### config.mk
export PLATFORM = sky130hd
export DESIGN_NAME = key_event_encoder
export DESIGN_NICKNAME = d
export VERILOG_FILES = /design/src/rtl/key_event_encoder.sv
export SDC_FILE = /design/constraint.sdc
export NUM_CORES = 1
export LEC_CHECK = 0
export BUFFER_PORTS_ARGS = -buffer_cell sky130_fd_sc_hd__buf_2
export CAP_MARGIN = 20
export CORE_UTILIZATION = 50
export CTS_BUF_LIST = sky130_fd_sc_hd__clkbuf_2 sky130_fd_sc_hd__clkbuf_4 sky130_fd_sc_hd__clkbuf_8
export DETAILED_ROUTE_END_ITERATION = 8
export PLACE_DENSITY = 0.69
export SETUP_SLACK_MARGIN = 0.4
export SYNTH_ARGS = -nofsm -noshare
export SYNTH_HDL_FRONTEND = slang
export SYNTH_SLANG_ARGS = --single-unit
### constraint.sdc
create_clock -name CLOCK_50 -period 3.9 [get_ports CLOCK_50]
set_input_delay 0.39 -clock CLOCK_50 [delete_from_list [all_inputs] [get_ports CLOCK_50]]
set_output_delay 0.39 -clock CLOCK_50 [all_outputs]
set_load 0.05 [all_outputs]
### src/rtl/key_event_encoder.sv
// Push-button front end: synchronise, debounce, derive press/release/auto-repeat
// pulses and queue one event at a time behind a valid/ready handshake.
module key_event_encoder #(
  parameter int NUM_KEYS        = 3,
  parameter int DEBOUNCE_CYCLES = 1000000,
  parameter int REPEAT_DELAY    = 25000000,
  parameter int REPEAT_PERIOD   = 5000000,
  localparam int KEY_W = (NUM_KEYS > 1) ? $clog2(NUM_KEYS) : 1
) (
  input  logic                CLOCK_50,
  input  logic                Reset_n,
  input  logic [NUM_KEYS-1:0] KEY,
  output logic [NUM_KEYS-1:0] Held,
  output logic [NUM_KEYS-1:0] Press,
  output logic [NUM_KEYS-1:0] Release,
  output logic [NUM_KEYS-1:0] Repeat,
  output logic                Ev_valid,
  input  logic                Ev_ready,
  output logic [KEY_W-1:0]    Ev_key,
  output logic [1:0]          Ev_type,
  output logic [7:0]          Drop_count
);

  localparam int DB_W   = $clog2(DEBOUNCE_CYCLES + 1);
  localparam int RP_MAX = (REPEAT_DELAY > REPEAT_PERIOD) ? REPEAT_DELAY : REPEAT_PERIOD;
  localparam int RP_W   = $clog2(RP_MAX + 1);

  typedef enum logic [1:0] {RPT_IDLE, RPT_DELAY, RPT_REPEAT} rpt_state_e;
  typedef enum logic [1:0] {
    EV_NONE    = 2'b00,
    EV_PRESS   = 2'b01,
    EV_RELEASE = 2'b10,
    EV_REPEAT  = 2'b11
  } ev_type_e;

  logic [NUM_KEYS-1:0] sync1_q, sync2_q, synced;
  logic [NUM_KEYS-1:0] held_q, held_d;
  logic [NUM_KEYS-1:0] press_q, press_d, release_q, release_d, repeat_q, repeat_d;
  logic [DB_W-1:0]     db_cnt_q    [NUM_KEYS];
  logic [DB_W-1:0]     db_cnt_d    [NUM_KEYS];
  rpt_state_e          rpt_state_q [NUM_KEYS];
  rpt_state_e          rpt_state_d [NUM_KEYS];
  logic [RP_W-1:0]     rpt_cnt_q   [NUM_KEYS];
  logic [RP_W-1:0]     rpt_cnt_d   [NUM_KEYS];

  logic                ev_valid_q, ev_valid_d;
  logic [KEY_W-1:0]    ev_key_q, ev_key_d;
  ev_type_e            ev_type_q, ev_type_d;
  logic [7:0]          drop_q, drop_d;
  logic [NUM_KEYS-1:0] cand;
  logic                can_load;
  logic [3:0]          n_cand, drops;
  logic [8:0]          drop_sum;

  // Raw KEY is active-low; the synchroniser keeps the raw polarity so reset reads "released".
  assign synced = ~sync2_q;

  always_comb begin
    // NOTE: every combinational output gets a default first, so no path can infer a latch.
    held_d    = held_q;
    press_d   = '0;
    release_d = '0;
    repeat_d  = '0;
    for (int k = 0; k < NUM_KEYS; k++) begin
      db_cnt_d[k]    = '0;
      rpt_state_d[k] = rpt_state_q[k];
      rpt_cnt_d[k]   = rpt_cnt_q[k];

      if (synced[k] != held_q[k]) begin
        if (32'(db_cnt_q[k]) + 32'd1 == DEBOUNCE_CYCLES) held_d[k] = ~held_q[k];
        else                                              db_cnt_d[k] = db_cnt_q[k] + 1'b1;
      end
      press_d[k]   =  held_d[k] & ~held_q[k];
      release_d[k] = ~held_d[k] &  held_q[k];

      if (release_d[k]) begin
        rpt_state_d[k] = RPT_IDLE;
        rpt_cnt_d[k]   = '0;
      end else begin
        unique case (rpt_state_q[k])
          RPT_IDLE: if (press_d[k]) begin
            rpt_state_d[k] = RPT_DELAY;
            rpt_cnt_d[k]   = '0;
          end
          // A zero delay parks the key in DELAY, which disables auto-repeat.
          RPT_DELAY: if (REPEAT_DELAY != 0) begin
            if (32'(rpt_cnt_q[k]) + 32'd1 == REPEAT_DELAY) begin
              rpt_state_d[k] = RPT_REPEAT;
              rpt_cnt_d[k]   = '0;
              repeat_d[k]    = 1'b1;
            end else begin
              rpt_cnt_d[k] = rpt_cnt_q[k] + 1'b1;
            end
          end
          RPT_REPEAT: begin
            if (32'(rpt_cnt_q[k]) + 32'd1 == REPEAT_PERIOD) begin
              rpt_cnt_d[k] = '0;
              repeat_d[k]  = 1'b1;
            end else begin
              rpt_cnt_d[k] = rpt_cnt_q[k] + 1'b1;
            end
          end
          default: rpt_state_d[k] = RPT_IDLE;
        endcase
      end
    end
  end

  always_comb begin
    cand       = press_q | release_q | repeat_q;
    can_load   = ~ev_valid_q | Ev_ready;
    ev_valid_d = ev_valid_q;
    ev_key_d   = ev_key_q;
    ev_type_d  = ev_type_q;
    n_cand     = '0;
    for (int k = 0; k < NUM_KEYS; k++) n_cand = n_cand + 4'(cand[k]);
    drops = n_cand;

    if (can_load) begin
      ev_valid_d = |cand;
      if (|cand) drops = n_cand - 4'd1;
      // Walk downward so the lowest-index candidate is the one that sticks.
      for (int k = NUM_KEYS - 1; k >= 0; k--) begin
        if (cand[k]) begin
          ev_key_d  = KEY_W'(k);
          ev_type_d = press_q[k] ? EV_PRESS : (release_q[k] ? EV_RELEASE : EV_REPEAT);
        end
      end
    end

    drop_sum = {1'b0, drop_q} + 9'(drops);
    drop_d   = drop_sum[8] ? 8'hFF : drop_sum[7:0];
  end

  always_ff @(posedge CLOCK_50 or negedge Reset_n) begin
    if (!Reset_n) begin
      sync1_q    <= '1;
      sync2_q    <= '1;
      held_q     <= '0;
      press_q    <= '0;
      release_q  <= '0;
      repeat_q   <= '0;
      ev_valid_q <= 1'b0;
      ev_key_q   <= '0;
      ev_type_q  <= EV_NONE;
      drop_q     <= '0;
      // NOTE: these per-key arrays are ordinary flops, not RAM, so they are reset like any other state.
      for (int k = 0; k < NUM_KEYS; k++) begin
        db_cnt_q[k]    <= '0;
        rpt_state_q[k] <= RPT_IDLE;
        rpt_cnt_q[k]   <= '0;
      end
    end else begin
      // NOTE: non-blocking assignments keep every flop sampling pre-edge values.
      sync1_q    <= KEY;
      sync2_q    <= sync1_q;
      held_q     <= held_d;
      press_q    <= press_d;
      release_q  <= release_d;
      repeat_q   <= repeat_d;
      ev_valid_q <= ev_valid_d;
      ev_key_q   <= ev_key_d;
      ev_type_q  <= ev_type_d;
      drop_q     <= drop_d;
      for (int k = 0; k < NUM_KEYS; k++) begin
        db_cnt_q[k]    <= db_cnt_d[k];
        rpt_state_q[k] <= rpt_state_d[k];
        rpt_cnt_q[k]   <= rpt_cnt_d[k];
      end
    end
  end

  assign Held       = held_q;
  assign Press      = press_q;
  assign Release    = release_q;
  assign Repeat     = repeat_q;
  assign Ev_valid   = ev_valid_q;
  assign Ev_key     = ev_key_q;
  assign Ev_type    = ev_type_q;
  assign Drop_count = drop_q;

endmodule

# == After elaboration in Yosys (flattened, before gate mapping) ==
# Index checks and enable logic that the tools add are counted.
# totals
reg_bits,172
inputBits,6
out_inout_bits,25
elab_cells,160
# classes
addsub,16
eq_ne,27
mux,66
n_bitwise,17
reduce_logical,15
# ops
operator,count
$mux W25,12
$pmux W25 S3,3
$mux W20,6
$eq A32 B25 Y1 const B,3
$add A25 B1 Y26 const B,3
$eq A26 B23 Y1 const B,3
$add A25 B1 Y25 const B,3
$add A20 B1 Y21 const B,3
$eq A21 B20 Y1 const B,3
$add A20 B1 Y20 const B,3
$mux W2,18
$mux W1,18
$ne A3 B3 Y1 const B,6
$pmux W2 S3,3
$reduce_bool A4 Y1,3
$add A8 B4 Y9,1
$reduce_and A3 Y1,3
$mux W4,2
$mux W8,1
$reduce_and A2 Y1,4
$not A1 Y1,7
$and A1 B1 Y1,6
$eq A2 B1 Y1 const B,3
$eq A2 B2 Y1 const B,3
12 further kinds,21

# == Longest topological paths before layout ==
# depth
depth_word,9
ltp_mapped,16
ltp_nobuf,15

# == Worst setup path after synthesis ==
# OpenSTA, ideal clock, no wires.
# synth_timing
kind,register -> register
from,reg db_cnt_q[3] (netlist bit)
to,reg rpt_cnt_q[10] (netlist bit)
setup_time_ps,84
arrival_time_ps,3770
required_ps,3816
setup_slack_ps,47
path_stages_with_launch,15
path_buffers,2
period_less_slack_ps,3853
cell_sequence,dfrtp_1 -> and4_1 -> clkbuf_1 -> nand4_1 -> nand2b_1 -> a2111oi_0 -> a31o_2 -> o2111ai_1 -> nor2_1 -> a21oi_1 -> ha_1 -> o41ai_1 -> clkbuf_1 -> nand2_1 -> o21ai_0
# synth_via
elab_chain_len,8
word_cells_on_any_way,11
classes_between,add/sub: 1; eq/ne: 2; mux: 3; bitwise: 3; reduce/logical: 2
# synth_lines
item,line_no,rtl
start: declaration,39,logic [DB_W-1:0] db_cnt_q [NUM_KEYS];
start signal: indexed assignment,166,db_cnt_q[k] <= db_cnt_d[k];
$add A20 B1 Y21 (*),70,if (32'(db_cnt_q[k]) + 32'd1 == DEBOUNCE_CYCLES) held_d[k] = ~held_q[k];
$eq A21 B20 Y1 (*),70,
$mux W1 (*),70,
$mux W1 (*),69,if (synced[k] != held_q[k]) begin
$not A1 Y1,74,release_d[k] = ~held_d[k] & held_q[k];
$and A1 B1 Y1,74,
$ne A3 B3 Y1 (no source line) or $reduce_bool A4 Y1 (tied branches),-,
$reduce_and A2 Y1 (no source line),-,
end signal: indexed assignment,168,rpt_cnt_q[k] <= rpt_cnt_d[k];
end: declaration,43,logic [RP_W-1:0] rpt_cnt_q [NUM_KEYS];
# Every way passes the cells marked *; elsewhere a longest branch is shown, timed or not.
# A chain may end at the register's enable or synchronous reset.

# == Final worst setup path ==
# layout_timing
from,reg rpt_cnt_q[26] (netlist bit)
to,reg rpt_cnt_q[49] (netlist bit)
# layout_via
elab_chain_len,5
word_cells_on_any_way,8
classes_between,add/sub: 2; eq/ne: 2; mux: 4
# layout_lines
item,line_no,rtl
$add A25 B1 Y26,"87, 96",
$eq A32 B25 Y1 or $eq A26 B23 Y1 (tied branches),"87, 96",
$mux W25 (on tied branches),"87, 96",
$pmux W25 S3 (*),80,unique case (rpt_state_q[k])
$mux W25 (*),76,if (release_d[k]) begin
# Marks and branches as above.

==> metrics <==
outcome=complete, no violations; Die H=152 um; Max IR drop VDD=0.178 mV; critical path class=flip-flop to flip-flop; crit path max-delay cell type=or4_4; Initial Util=between 50 and 60%; Clock transition at path regs=about 0.10 ns; initial antenna violation count=0; DRT met1 WL=12.9 mm; Post-Syn Area per Cell=approximately 8.4 um2; TritonRoute pass-1 iters=5; most common cell after layout, fill and taps aside=nand2_1; final setup violation count=0; post-DP HPWL=18.0 mm; final weighted congestion in routability-driven placement=0.869; CTS sink cnt=172; Top Layer Used=met4; Die ar.=0.0231 mm2; # DRC=0; CTS tree=done; diodes inserted=0; Syn Std Cell Area=approximately 0.011 mm2; Iteration-0 DRC Markers=733; Seq cells post-synth=172; layout cells sized above 1=a little over an eighth; required time of the critical path=4.26 ns; total congestion overflow=0; Worst Setup Slack, final=0.498 ns; Async SR Flop Fraction=100%; Slew headroom=a little over half; nets@finish=1407; Final min period=3.40 ns; compound-cell area share of the yosys netlist=15.4%; Num CTS Buffers=17; worst path cell trace=ha_4, nand4_2, or4_4, or3_4, xor2_1, or4_4, o21a_4, or2_4, a221o_1; htree depth=4; Syn Inst Count=~1300; family with the most delay on the worst path=simple AND/OR/NAND/NOR gates; CORE AREA=0.0219 mm2; port bufs=30; mux cell area share after synthesis=~1.2%; CP max stage delay=around 0.6 ns; RSZ-0062 raised after global routing=no; met3 WL post-DR=1.10 mm; Seq/Total Area, Yosys=38.4%; row cnt=54; critical path data arrival time=3.76 ns; Die X=approximately 150 um; critical path's most frequent cell=or4_4; via count=9962; predominant post-synthesis flop cell=dfrtp_1; CP Max Fanout=12; Max Transition Viols Final=0; syn_nets=1381; setup TNS=0 ns; P&R area growth vs syn=11.6%; worst min path class=input pin to flip-flop; Critical Path End Type=flip-flop; CP Buf/Inv Count=0; first-pass GRT wire length=45.4 mm; antenna violation net count after detailed routing=0; overall routing resource usage=about a quarter; clock buffer depth=2; xor/xnor share of the synthesized area=6.79%; slew at the pin closest to its max-slew limit=0.694 ns; Yosys cell types=76; final wirelength=between 20 and 30 mm; fin crit share=87.2%; fillers=a little under 2000; pin count of the biggest net entering global routing=89; EDFF count, synth=0; routed length per placed instance=16.1 um; Clock Latency Late Sink=0.47 ns; clock root cell=clkbuf_8; final clock skew=0.0149 ns; via count of the first global-routing pass=9208; most frequent cells in the layout=nand2_1 (207), dfrtp_1 (160), nor2_1 (149); worst slack, placed=-0.220 ns; I/O Pins=31; Max Clock Freq=294 MHz; simple-gate share of the synthesized area=29.9%; Leak Pwr=0.00533 uW; Met2 Wirelength=12.4 mm; largest family of logic cells by synthesized area=simple AND/OR/NAND/NOR gates; post-synthesis adder-cell area fraction=4.08%; DR vias/cell=6.01; maxcap violations=0; pwr dens=260 mW/mm2; final count of hold timing violations=0; startpoint class of the critical path=flip-flop; Ys Warns=0
stage by stage:
stage / cell area (um2) / utilization, % / power (uW) / cells / hold WS (ns)
floorplan: 11300 / - / 1870 / 1339 / 0.0944
global placement: 11700 / 53.6 / 1920 / 1609 / 0.346
detailed placement: 11700 / 53.6 / 1920 / 1609 / 0.347
CTS: 12300 / 56.4 / 3290 / 1650 / 0.0111
global route: 12500 / 57.3 / 3390 / 1658 / 0.00325
finish: 12500 / 57.3 / 3260 / 1658 / 0.0309
logic make-up (layout without fill, tap and decap cells):
family,Yosys count,count (layout)
buf+inv,113,150
flops,172,172
xor+xnor,87,87
simple gates,679,679
mux,13,13
compound gates,239,241
fa+ha+maj,36,36
area by class of cell:
cell class / instances / area, um2 / share of cell area (%)
multi-input cells: 1056 / 6730 / 53.7
flip-flops and latches: 172 / 4320 / 34.5
repair buffers: 80 / 562 / 4.48
well taps: 280 / 350 / 2.80
clock buffers: 20 / 275 / 2.20
clock inverters: 12 / 159 / 1.27
inverters: 38 / 143 / 1.14
repair_timing:
action	4_1_cts	5_1_grt
resized for setup	21	34
cloned	2	1
setup buffers	4	7
setup endpoints to repair	69	87
pin swaps	2	8
hold buffers	3	0
endpoints found under the hold margin	33	0
final timing paths:
check,startpoint,cells past startpoint,endpoint,slack [ns]
min in group asynchronous,Reset_n,2,db_cnt_q[33],0.52
hold / removal,KEY[2],1,sync1_q[2],0.03
hold reg to reg,sync1_q[1],0,sync2_q[1],0.36
setup reg to reg,rpt_cnt_q[26],9,rpt_cnt_q[49],0.50
setup / recovery,rpt_cnt_q[26],9,rpt_cnt_q[49],0.50
max in group asynchronous,Reset_n,3,sync1_q[0],2.42
layer usage:
metal	up-vias	global-route usage (%)
met4	0	7.67
met5	-	0
met3	30	3.99
li1	4857	-
met2	223	36.3
met1	4852	33.8
registers in the layout, summed over array words and instances (netlist names), 6 cells and up:
name and count:
rpt_state_q 6, db_cnt_q 60, Drop_count 8, rpt_cnt_q 75
synthesized netlist by cell type, types with 31 or more instances:
| library cell | instances | area (um2) |
|---|---|---|
| nand2_1 | 208 | 781 |
| dfrtp_1 | 166 | 4150 |
| nor2_1 | 151 | 567 |
| nand3_1 | 59 | 295 |
| clkbuf_1 | 57 | 214 |
| o221ai_1 | 51 | 447 |
| o21ai_0 | 50 | 250 |
| xor2_1 | 49 | 429 |
| nand4_1 | 47 | 294 |
| inv_1 | 38 | 143 |
| xnor2_1 | 38 | 333 |
| ha_1 | 35 | 438 |
| and2_1 | 34 | 213 |
| nor3_1 | 31 | 155 |
power breakdown:
part	switching (uW)	leakage, uW	internal (uW)
combinational	58.4	0.00276	21.8
sequential	12.4	0.00235	1800
clock	679	0.000216	690
total	750	0.00533	2510
worst register-to-register path: stages (launching register included):
cell	delay, ns
dfrtp_2	0.43
ha_4	0.18
nand4_2	0.12
or4_4	0.59
or3_4	0.41
xor2_1	0.17
or4_4	0.56
o21a_4	0.31
or2_4	0.26
a221o_1	0.30
No activity file was read; power rests on OpenSTA's default activity.
